==> config.mk <==
export PLATFORM = sky130hd
export DESIGN_NAME = rr_burst_arbiter
export DESIGN_NICKNAME = d
export VERILOG_FILES = /design/src/rtl/rr_burst_arbiter.sv
export SDC_FILE = /design/constraint.sdc
export NUM_CORES = 1
export LEC_CHECK = 0
export CAP_MARGIN = 20
export CELL_PAD_IN_SITES_DETAIL_PLACEMENT = 0
export CELL_PAD_IN_SITES_GLOBAL_PLACEMENT = 1
export CORE_ASPECT_RATIO = 0.9
export CORE_MARGIN = 10
export CORE_UTILIZATION = 36
export CTS_CLUSTER_DIAMETER = 40
export DETAILED_ROUTE_END_ITERATION = 10
export GPL_TIMING_DRIVEN = 0
export PLACE_DENSITY = 0.76
export SYNTH_ARGS = -nofsm -noshare
export SYNTH_HDL_FRONTEND = slang
export SYNTH_SLANG_ARGS = --single-unit
==> constraint.sdc <==
create_clock -name clk -period 4.1 [get_ports clk]
set_input_delay 1.025 -clock clk [delete_from_list [all_inputs] [get_ports clk]]
set_output_delay 1.025 -clock clk [all_outputs]
set_load 0.1 [all_outputs]
==> src/rtl/rr_burst_arbiter.sv <==
// Round-robin arbiter granting one requester per burst; the grant is held until the last beat.
// Optional beat limit with forced release: define RR_BURST_ARB_BURST_LIMIT_EN.
module rr_burst_arbiter #(
    parameter int unsigned N         = 4,
    parameter int unsigned MAX_BURST = 8,
    parameter int unsigned IDW       = $clog2(N)
) (
    input  logic           clk,
    input  logic           reset_n,
    input  logic [N-1:0]   req_i,
    input  logic           ack_i,
    input  logic           last_i,
    output logic [N-1:0]   gnt_o,
    output logic           gnt_valid_o,
    output logic [IDW-1:0] gnt_id_o,
    output logic           preempt_o
);

    typedef enum logic [0:0] {StIdle, StBusy} state_e;

    state_e         state_q, state_d;
    logic [N-1:0]   gnt_q, gnt_d;
    logic [IDW-1:0] gnt_id_q, gnt_id_d;
    logic [IDW-1:0] ptr_q, ptr_d;

    logic           found;
    logic [IDW-1:0] win_id;
    logic [IDW-1:0] win_next;
    logic [IDW:0]   idx;
    logic           limit_hit;
    logic           release_beat;
    logic           take;

    // Rotating search starting at ptr_q; the sum is folded once since ptr_q + i < 2N.
    always_comb begin
        found  = 1'b0;
        win_id = '0;
        idx    = '0;
        for (int unsigned i = 0; i < N; i++) begin
            idx = {1'b0, ptr_q} + (IDW+1)'(i);
            if (idx >= (IDW+1)'(N)) begin
                idx = idx - (IDW+1)'(N);
            end
            if (!found && req_i[idx[IDW-1:0]]) begin
                found  = 1'b1;
                win_id = idx[IDW-1:0];
            end
        end
    end

    assign win_next     = (win_id == IDW'(N - 1)) ? '0 : win_id + IDW'(1);
    assign release_beat = (state_q == StBusy) && ack_i && (last_i || limit_hit);

    always_comb begin
        state_d  = state_q;
        gnt_d    = gnt_q;
        gnt_id_d = gnt_id_q;
        ptr_d    = ptr_q;
        take     = 1'b0;
        unique case (state_q)
            StIdle: begin
                take = found;
            end
            StBusy: begin
                if (release_beat) begin
                    if (found) begin
                        take = 1'b1;
                    end else begin
                        gnt_d   = '0;
                        state_d = StIdle;
                    end
                end
            end
            default: begin
                state_d = StIdle;
            end
        endcase
        if (take) begin
            gnt_d    = {{(N-1){1'b0}}, 1'b1} << win_id;
            gnt_id_d = win_id;
            ptr_d    = win_next;
            state_d  = StBusy;
        end
    end

    always_ff @(posedge clk or negedge reset_n) begin
        if (!reset_n) begin
            state_q  <= StIdle;
            gnt_q    <= '0;
            gnt_id_q <= '0;
            ptr_q    <= '0;
        end else begin
            state_q  <= state_d;
            gnt_q    <= gnt_d;
            gnt_id_q <= gnt_id_d;
            ptr_q    <= ptr_d;
        end
    end

    assign gnt_o       = gnt_q;
    assign gnt_valid_o = |gnt_q;
    assign gnt_id_o    = gnt_id_q;

`ifdef RR_BURST_ARB_BURST_LIMIT_EN
    localparam int unsigned CW = $clog2(MAX_BURST);

    logic [CW-1:0] beat_cnt_q, beat_cnt_d;
    logic          preempt_q, preempt_d;

    // Reaching MAX_BURST-1 counted beats means this non-last beat is the final one allowed.
    assign limit_hit = ack_i && !last_i && (beat_cnt_q == CW'(MAX_BURST - 1));

    always_comb begin
        beat_cnt_d = beat_cnt_q;
        preempt_d  = release_beat && limit_hit;
        if (take || release_beat) begin
            beat_cnt_d = '0;
        end else if ((state_q == StBusy) && ack_i) begin
            beat_cnt_d = beat_cnt_q + CW'(1);
        end
    end

    always_ff @(posedge clk or negedge reset_n) begin
        if (!reset_n) begin
            beat_cnt_q <= '0;
            preempt_q  <= 1'b0;
        end else begin
            beat_cnt_q <= beat_cnt_d;
            preempt_q  <= preempt_d;
        end
    end

    assign preempt_o = preempt_q;
`else
    logic [31:0] unused_max_burst;

    assign unused_max_burst = MAX_BURST;
    assign limit_hit        = 1'b0;
    assign preempt_o        = 1'b0;
`endif

endmodule

=== After elaboration in Yosys (flattened, before gate mapping) ===
Cells that the tools add are included.
W data, S select, Z words.

* Bitwise logic cells: 1
* Equality and inequality tests: 2
* Magnitude comparators: 8
* Shifts and indexed selects: 1
* Reduce and logical (&&, ||, !) cells: 12
* Add/subtract/negate cells: 8
* Multiplexer cells: 31

{| class="wikitable"
|+ Operators by type and width
! kind !! count
|-
| $mux W2 || 9
|-
| $mux W4 || 4
|-
| $mux W1 || 13
|-
| $lt A2 B3 Y1 const B || 4
|-
| $ge A3 B3 Y1 const B || 3
|-
| $bmux W1 S2 || 4
|-
| $sub A2 B1 Y2 const B || 4
|-
| $add A2 B2 Y3 const B || 2
|-
| $logic_and A1 B1 Y1 || 5
|-
| $reduce_bool A2 Y1 || 2
|-
| $reduce_or A4 Y1 || 1
|-
| $shl A1 B2 Y4 const A || 1
|-
| $add A2 B1 Y3 const B || 1
|-
| $ge A2 B3 Y1 const B || 1
|-
| $logic_not A1 Y1 || 3
|-
| $reduce_and A3 Y1 || 1
|-
| $add A2 B1 Y2 const B || 1
|-
| $eq A2 B2 Y1 const B || 1
|-
| $ne A2 B1 Y1 const B || 1
|-
| $pmux W1 S2 || 1
|-
| $not A1 Y1 || 1
|}

* Register bits: 9
* Output and inout bits: 8
* Logic and storage cells: 67
* Input bits: 8

=== Depth between registers and ports, before layout ===
Gate-level depths: netlist of run 1.

* Depth in word-level cells: 19
* Depth in mapped cells: 6
* Gate-level depth less buffers: 6

=== Worst setup path after synthesis of run 1 ===
No wires, ideal clock.

* Path type: flip-flop to output port
* From: register gnt_q[1] (netlist: gnt_o[1])
* To: output port gnt_valid_o
* Path slack: 1.249 ns
* Required time: 3.075 ns
* Arrival: 1.826 ns
* Stages on the path, launching flop included: 2
* Buffers on the path: 0
* Path through: dfrtp_1 -> or4_1

* Word-level cells in the longest chain between the ends: 1

{| class="wikitable"
|+ RTL lines
! what !! line !! RTL
|-
| from (decl) || 22 || <nowiki>logic [N-1:0] gnt_q, gnt_d;</nowiki>
|-
| from (signal assigned) || 94 || <nowiki>gnt_q <= gnt_d;</nowiki>
|-
| $reduce_or A4 Y1 || 101 || <nowiki>assign gnt_valid_o = |gnt_q;</nowiki>
|-
| to (decl) || 14 || <nowiki>output logic gnt_valid_o,</nowiki>
|}

No other way between the ends.

=== Final worst setup path of run 1 ===
Ends and elaborated chain as after synthesis.

==> flow_summary.yaml, run 1 <==
timing:
  tns_ns: 0
  fin_crit_ns: 3.19
  finClkSkew_ns: 0.000400
  whs_ns: 0.522
  min_period_over_period: 0.779
  worstMarginPinSlew_ns: 0.978
  finalHoldViolCount: 0
  grt_setup_unrepaired: "no"
  final.setup.worst_slack_ns: 0.908
  max_freq_ghz: 0.313
  finalSetupViolCount: 0
  finalMaxSlewViolations: 0
  slew_headroom: 0.346
clocking:
  htree_levels: 1
  cts_buffer_depth: 2
  clock_latency_ns: 0.26
  postCtsResizedCells: 0
  cts_made_buffers: 3
  hold_buffers: 0
  clk_pin_slew_ns: 0.06
  cts_root_buffer: "clkbuf_4"
  cts_setup_buffers: 0
  clock-sinks: 9
  cts_tree: "yes"
floorplanning:
  die_w_microns: 61.5
  dieArea_sq_um: 3530
  num_rows: 13
  core_area_sq_um: 1450
  die_h_microns: 57.4
  io_pins: 16
  initial_core_util: 0.385
route:
  drtAntennaViolNets: 0
  via_per_inst: 5.25
  drt-pass1-iter-count: 4
  avgRoutedWirePerCell_microns: 14.7
  vias: 467
  wl_mm: 1.31
  drc_errors: 0
  drt_iter0_markers: 14
finish:
  fin_nets: 87
  post_route_cells_drive_above_1_share: 0.149
  fillers: 128
  layout_common_cells: "clkdlybuf4s50_1 (14), dfrtp_1 (9), nand2_1 (7)"
  syn2layout_area_growth_pct: 33.2
  design_area_sq_um: 743
  layoutNonFillerInstCount: 89
  mostFrequentLayoutCell: "clkdlybuf4s50_1"
  num_antenna_cells: 0
synthesis:
  synthFlopType: "dfrtp_1"
  async_reset_ff_frac: 1.00
  synth-seq-cells: 9
  ys_warn_count: 0
  synthCells: 56
  synth_fp_nets: 68
  synth-edff-count: 0
  ys_seq_area_frac: 0.404
  synth_cell_types: 26
  syn_area_per_cell_sq_um: 9.96
  syn-cell-area_sq_um: 558
global_route:
  antenna_found_initial: 0
  grt_pass1_vias: 454
  grt_pass1_wl_mm: 2.16
  grt_overflow: 0
  grt_max_degree: 10
  grt.total_usage: 0.0812
critical_path:
  cpLargestDelayFamily: "buffers and inverters"
  worstSetupPathType: "reg2out"
  required_ns: 3.07
  end_kind: "output port"
  slowest_stage: "clkdlybuf4s50_1"
  critPathBufInv: 1
  startpoint: "gnt_o[1]"
  worstReg2RegStart: "ptr_q[0]"
  crit_path_start_kind: "flip-flop"
  cp_data_arrival_time_ns: 2.17
  max_stage_delay_ns: 0.98
  crit_chain: "or4_1 > clkdlybuf4s50_1"
  worstPathMaxFanout: 4
place:
  post-place-ws_ns: 1.05
  dp.cells: 85
  gp_congestion: 0.751
  placed_cell_area_sq_um: 717
  port_buffers: 14
  hpwl_mm: 1.04
worst_hold_path:
  hold_start: "gnt_o[0]"
  hold_path.class: "reg2reg"
power:
  leakagePower_nw: 0.317
  vdd_drop_max_mv: 0.305
  p_per_area_nw_per_um2: 744
status:
  status: "complete, no violations"
flow_run:
  max_cap_violations: 0
worst register-to-register path: stages, from the launching register on:
cell and delay, ns:
dfrtp_1 0.41, or3b_2 0.49, o21ai_0 0.21, nor2_1 0.12, ha_1 0.30, mux2_2 0.26
final cells by class:
type / count / area, sq um / share of cell area
flip-flops and latches: 9 / 225 / 0.303
repair buffers: 14 / 140 / 0.189
clock buffers: 4 / 26.3 / 0.0354
well taps: 15 / 18.8 / 0.0253
plain buffers: 2 / 12.5 / 0.0168
multi-input cells: 45 / 320 / 0.431
where the power goes:
group          switching (mW)  internal (mW)
registers              0.0227          0.115
logic                   0.251         0.0945
clock network          0.0316         0.0376
sequential cells by signal, summed over array words and instances, names as in the netlist:
name and flops:
gnt_o 4, gnt_id_o 2, state_q 1, ptr_q 2
cells in the mapped netlist, drive strengths merged (2+ instances only):
| library cell | count | area share |
|---|---|---|
| dfrtp | 9 | 0.40 |
| nand2 | 7 | 0.047 |
| o21ai | 5 | 0.045 |
| ha | 4 | 0.090 |
| nor2 | 3 | 0.020 |
| a21boi | 2 | 0.027 |
| a22o | 2 | 0.031 |
| buf | 2 | 0.022 |
| mux2i | 2 | 0.036 |
| nand3 | 2 | 0.018 |
| o221ai | 2 | 0.031 |
| o31ai | 2 | 0.027 |
| or2 | 2 | 0.022 |
| or4 | 2 | 0.027 |
final timing paths:
check | slack (ns) | cells after the start | end
max | 0.91 | 2 | gnt_valid_o
min | 0.52 | 1 | gnt_o[0]
max reg2reg | 2.19 | 5 | ptr_q[1]
min reg2reg | 0.52 | 1 | gnt_o[0]
max in group asynchronous | 2.74 | 1 | ptr_q[1]
min in group asynchronous | 1.07 | 1 | gnt_id_o[1]
metal layers:
metal	GRT usage	wire length, microns	part of all wire	vias to the layer above
met1	0.104	622	0.47	210
met5	0	0	0	-
met3	0.0442	86	0.066	2
li1	-	-	-	242
met2	0.111	591	0.45	13
met4	0.0287	12	0.0091	0
logic make-up after synthesis:
kind of cell,share of synthesized area
buf+inv,0.0224
other cells,0.00672
simple gates,0.211
fa+ha+maj,0.0897
flops,0.404
compound gates,0.211
mux,0.0561
through the flow:
stage,utilization,power (mW)
2_1_floorplan,-,0.402
5_1_grt,0.513,0.583
4_1_cts,0.513,0.557
3_5_place_dp,0.495,0.487
6_report,0.513,0.553
3_3_place_gp,0.495,0.486
No activity file was read; power rests on OpenSTA's default activity.
==> run 2, diff against run 1 <==
- CORE_UTILIZATION: 36 -> 33
- PLACE_DENSITY: 0.76 -> 0.7
- clock period: 4.1 -> 3.05 ns (I/O delays scaled with it)
==> run 2 against run 1 <==
  * Clock power increased by 30%
  * Critical path type unchanged
  * Highest routed layer unchanged
  * Critical endpoint unchanged
  * Setup slack got worse by 0.80 ns
  * Via count increased by 1.5%
  * Register-to-register slack got worse by 1.1 ns
  * First-iteration DRC count decreased by 57%
==> flow_summary.yaml, run 2 (synthesis results as in run 1) <==
status:
  status: "complete, no violations"
timing:
  finalHoldViolCount: 0
  grt_setup_unrepaired: "no"
  finClkSkew_ns: 0.00382
  finalSetupViolCount: 0
  max_freq_ghz: 0.340
  slew_headroom: 0.352
  worstMarginPinSlew_ns: 0.969
  final.setup.worst_slack_ns: 0.110
  whs_ns: 0.523
  tns_ns: 0
  finalMaxSlewViolations: 0
  fin_crit_ns: 2.94
  min_period_over_period: 0.964
critical_path:
  r2r-end: "ptr_q[1]"
  required_ns: 2.29
  end_kind: "output port"
  startpoint: "gnt_o[1]"
  cp_data_arrival_time_ns: 2.18
  worstPathMaxFanout: 4
  r2r.worst_path.cells: 5
  worstReg2RegStart: "ptr_q[0]"
  endpoint: "gnt_valid_o"
  worstSetupPathType: "reg2out"
  crit_path_start_kind: "flip-flop"
  reg2reg_slack_ns: 1.14
route:
  vias: 474
  drt_iter0_markers: 6
  drt-pass1-iter-count: 5
  avgRoutedWirePerCell_microns: 13.6
  drtAntennaViolNets: 0
  wl_mm: 1.33
  drc_errors: 0
  via_per_inst: 4.84
place:
  hpwl_mm: 1.10
  gp_congestion: 0.760
  port_buffers: 14
  post-place-ws_ns: 0.261
  placed_cell_area_sq_um: 728
global_route:
  grt_pass1_wl_mm: 2.26
  grt.total_usage: 0.0754
  grt_pass1_vias: 497
  antenna_found_initial: 0
  grt_max_degree: 10
  grt_overflow: 0
clocking:
  postCtsResizedCells: 0
  hold_buffers: 0
  clock_latency_ns: 0.26
  cts_made_buffers: 3
  clock-sinks: 9
  cts_tree: "yes"
  cts_setup_buffers: 0
  cts_root_buffer: "clkbuf_4"
  clk_pin_slew_ns: 0.06
  cts_buffer_depth: 2
  htree_levels: 1
power:
  vdd_drop_max_mv: 0.664
  p_per_area_nw_per_um2: 979
  leakagePower_nw: 0.317
floorplanning:
  initial_core_util: 0.343
  die_h_microns: 59.0
  die_w_microns: 63.3
  dieArea_sq_um: 3740
  core_area_sq_um: 1630
  io_pins: 16
  num_rows: 14
finish:
  mostFrequentLayoutCell: "clkdlybuf4s50_1"
  layout_common_cells: "clkdlybuf4s50_1 (14), dfrtp_1 (9), nand2_1 (7)"
  fin_nets: 87
  syn2layout_area_growth_pct: 35.2
  num_antenna_cells: 0
  design_area_sq_um: 754
  post_route_cells_drive_above_1_share: 0.149
  final_core_util: 0.463
  largest_reg_flops: 4
flow_run:
  max_cap_violations: 0
worst_hold_path:
  hold_path.class: "reg2reg"
[run 2: cell counts in the layout (fill, tap and decap cells not counted)]
Identical to the previous run, type by type.
[run 2: where the power goes]
group          switching, mW  leakage [nW]  internal (mW)  total (mW)
Clock                 0.0398        0.0150         0.0503      0.0901
Combinational          0.334         0.193          0.127       0.461
Sequential            0.0321         0.109          0.155       0.187
[run 2: worst min path at each step]
stage / slack (ns) / from / depth (start not counted) / to
global placement: 0.49 / gnt_id_o[0] / 2 / gnt_id_o[0]
floorplan: 0.47 / reset_n / 0 / gnt_id_o[0]
global route: 0.57 / gnt_o[0] / 1 / gnt_o[0]
CTS: 0.52 / gnt_id_o[0] / 2 / gnt_id_o[0]
detailed placement: 0.51 / gnt_id_o[0] / 2 / gnt_id_o[0]
finish: 0.52 / gnt_o[2] / 1 / gnt_o[2]
[run 2: routing by layer]
metal  vias to the layer above  track usage  wire length, microns
met5                         -            0                     0
met4                         0       0.0187                    10
met3                         2       0.0378                    79
met2                         8        0.125                   640
met1                       219       0.0852                   601
li1                        245            -                     -
[run 2: critical path: stages, from the launching register on]
cell and delay [ns]:
dfrtp_1 0.41, or4_1 0.52, clkdlybuf4s50_1 0.98
[run 2: area by class of cell]
type                       count  area [sq um]
multi-input combinational     45           320
buffer                         2          12.5
clock buffer                   4          26.3
timing repair buffer          14           140
fill                         164           875
tap                           24          30.0
sequential                     9           225
[run 2: through the flow]
stage / total power [mW] / instances
5_1_grt: 0.784 / 98
3_3_place_gp: 0.653 / 94
2_1_floorplan: 0.541 / 56
4_1_cts: 0.748 / 98
3_5_place_dp: 0.656 / 94
6_report: 0.739 / 98
==> run 3, diff against run 2 <==
- RECOVER_POWER: unset -> 50
==> run 3 against run 2 <==
  * Combinational power is essentially flat
  * Sequential power is essentially flat
  * Final area fell by 0.83%
  * Clock-buffer cell count unchanged
  * Critical path depth unchanged
  * Critical path type unchanged
==> flow_summary.yaml, run 3 (synthesis results as in run 1) <==
place:
  hpwl_mm: 1.10
  post-place-ws_ns: 0.261
  port_buffers: 14
  gp_congestion: 0.760
  dp.cells: 94
  placed_cell_area_sq_um: 728
status:
  status: "complete, no violations"
power:
  internal-power_uw: 331
  netSwitchingPower_uw: 406
  seqPwrFrac: 0.254
  clockPowerShare: 0.121
  vdd_drop_max_mv: 0.664
  leakagePower_nw: 0.317
  combinationalPowerShare: 0.625
  p_per_area_nw_per_um2: 985
  swShare: 0.550
floorplanning:
  initial_core_util: 0.343
  core_area_sq_um: 1630
  dieArea_sq_um: 3740
  io_pins: 16
  die_h_microns: 59.0
  num_rows: 14
  die_w_microns: 63.3
finish:
  fillers: 163
  layoutNonFillerInstCount: 98
  syn2layout_area_growth_pct: 34.1
  mostFrequentLayoutCell: "clkdlybuf4s50_1"
  num_antenna_cells: 0
  post_route_cells_drive_above_1_share: 0.135
  largest_reg_flops: 4
  fin_nets: 87
  layout_common_cells: "clkdlybuf4s50_1 (12), dfrtp_1 (9), nand2_1 (7)"
  design_area_sq_um: 748
  regArea_sq_um: 225
  multi_input_area_sq_um: 314
global_route:
  grt_pass1_vias: 497
  grt_max_degree: 10
  grt_pass1_wl_mm: 2.26
  antenna_found_initial: 0
  grtUsageMet2: 0.125
  use_met3: 0.0378
  grt_overflow: 0
  grt.total_usage: 0.0754
  busiest_layer: "met2"
  grt_use_met1: 0.0852
critical_path:
  crit_path_start_kind: "flip-flop"
  slowest_stage: "clkdlybuf4s50_1"
  worstSetupPathType: "reg2out"
  reg2reg_slack_ns: 1.13
  worstPathMaxFanout: 4
  worstReg2RegStart: "ptr_q[0]"
  end_kind: "output port"
  cpLargestDelayFamily: "buffers and inverters"
  cp_data_arrival_time_ns: 2.18
  max_stage_delay_ns: 0.98
  critPathBufInv: 1
  worst-path-stages: 2
  r2r-end: "ptr_q[1]"
  startpoint: "gnt_o[1]"
  crit_chain: "or4_1 > clkdlybuf4s50_1"
  required_ns: 2.29
  r2r.worst_path.cells: 5
  endpoint: "gnt_valid_o"
clocking:
  clock-sinks: 9
  cts_buffer_depth: 2
  cts_tree: "yes"
  clk_pin_slew_ns: 0.06
  cts_setup_buffers: 0
  postCtsResizedCells: 0
  cts_made_buffers: 3
  hold_buffers: 0
  cts_root_buffer: "clkbuf_4"
  htree_levels: 1
  clock_latency_ns: 0.26
flow_run:
  max_cap_violations: 0
route:
  avgRoutedWirePerCell_microns: 13.8
  via_per_inst: 4.82
  wl_mm: 1.35
  drt_iter0_markers: 9
  drc_errors: 0
  drtAntennaViolNets: 0
  vias: 472
  drt-pass1-iter-count: 4
timing:
  finClkSkew_ns: 0.00262
  finalSetupViolCount: 0
  grt_setup_unrepaired: "no"
  fin_crit_ns: 2.94
  min_period_over_period: 0.963
  slew_headroom: 0.352
  finalMaxSlewViolations: 0
  worstMarginPinSlew_ns: 0.969
  final.setup.worst_slack_ns: 0.112
  finalHoldViolCount: 0
  max_freq_ghz: 0.340
  whs_ns: 0.521
  tns_ns: 0
worst_hold_path:
  hold_path.class: "reg2reg"
  hold_start: "gnt_id_o[0]"
## run 3: layout make-up
type                    count  share of cell area
plain buffers               2              0.0167
multi-input cells          45               0.420
flip-flops and latches      9               0.301
repair buffers             14               0.187
clock buffers               4              0.0351
well taps                  24              0.0401
## run 3: worst reg2reg max path: cells and delay by family (launching register included)
family                     cells  cell delay, ns
and+or+nand+nor                2            0.62
adders and majority gates      1            0.31
muxes                          1            0.26
AOI/OAI and AO/OA              1            0.21
DFF                            1            0.42
## run 3: power groups by stage
stage | Combinational, mW | Sequential [mW] | Clock, mW
after global routing | 0.488 | 0.194 | 0.101
final | 0.460 | 0.187 | 0.0895
after floorplan | 0.177 | 0.363 | 0
after detailed placement | 0.467 | 0.190 | 0
after global placement | 0.465 | 0.188 | 0
after CTS | 0.467 | 0.187 | 0.0941
## run 3: through the flow
stage	power, mW	util
5_1_grt	0.783	0.459
2_1_floorplan	0.541	-
4_1_cts	0.748	0.463
6_report	0.737	0.459
3_5_place_dp	0.656	0.447
3_3_place_gp	0.653	0.447
## run 3: how the worst min path moves through the flow
stage                  end  slack (ns)  cells past startpoint
6_report       gnt_id_o[0]        0.52                      2
5_1_grt           gnt_o[0]        0.57                      1
2_1_floorplan  gnt_id_o[0]        0.47                      0
4_1_cts        gnt_id_o[0]        0.52                      2
3_3_place_gp   gnt_id_o[0]        0.49                      2
3_5_place_dp   gnt_id_o[0]        0.51                      2
## run 3: layer usage
layer | wire [microns] | vias up | part of all wire
met5 | 0 | - | 0
met4 | 10 | 0 | 0.0074
met3 | 79 | 2 | 0.059
met2 | 651 | 8 | 0.48
met1 | 607 | 217 | 0.45
li1 | - | 245 | -
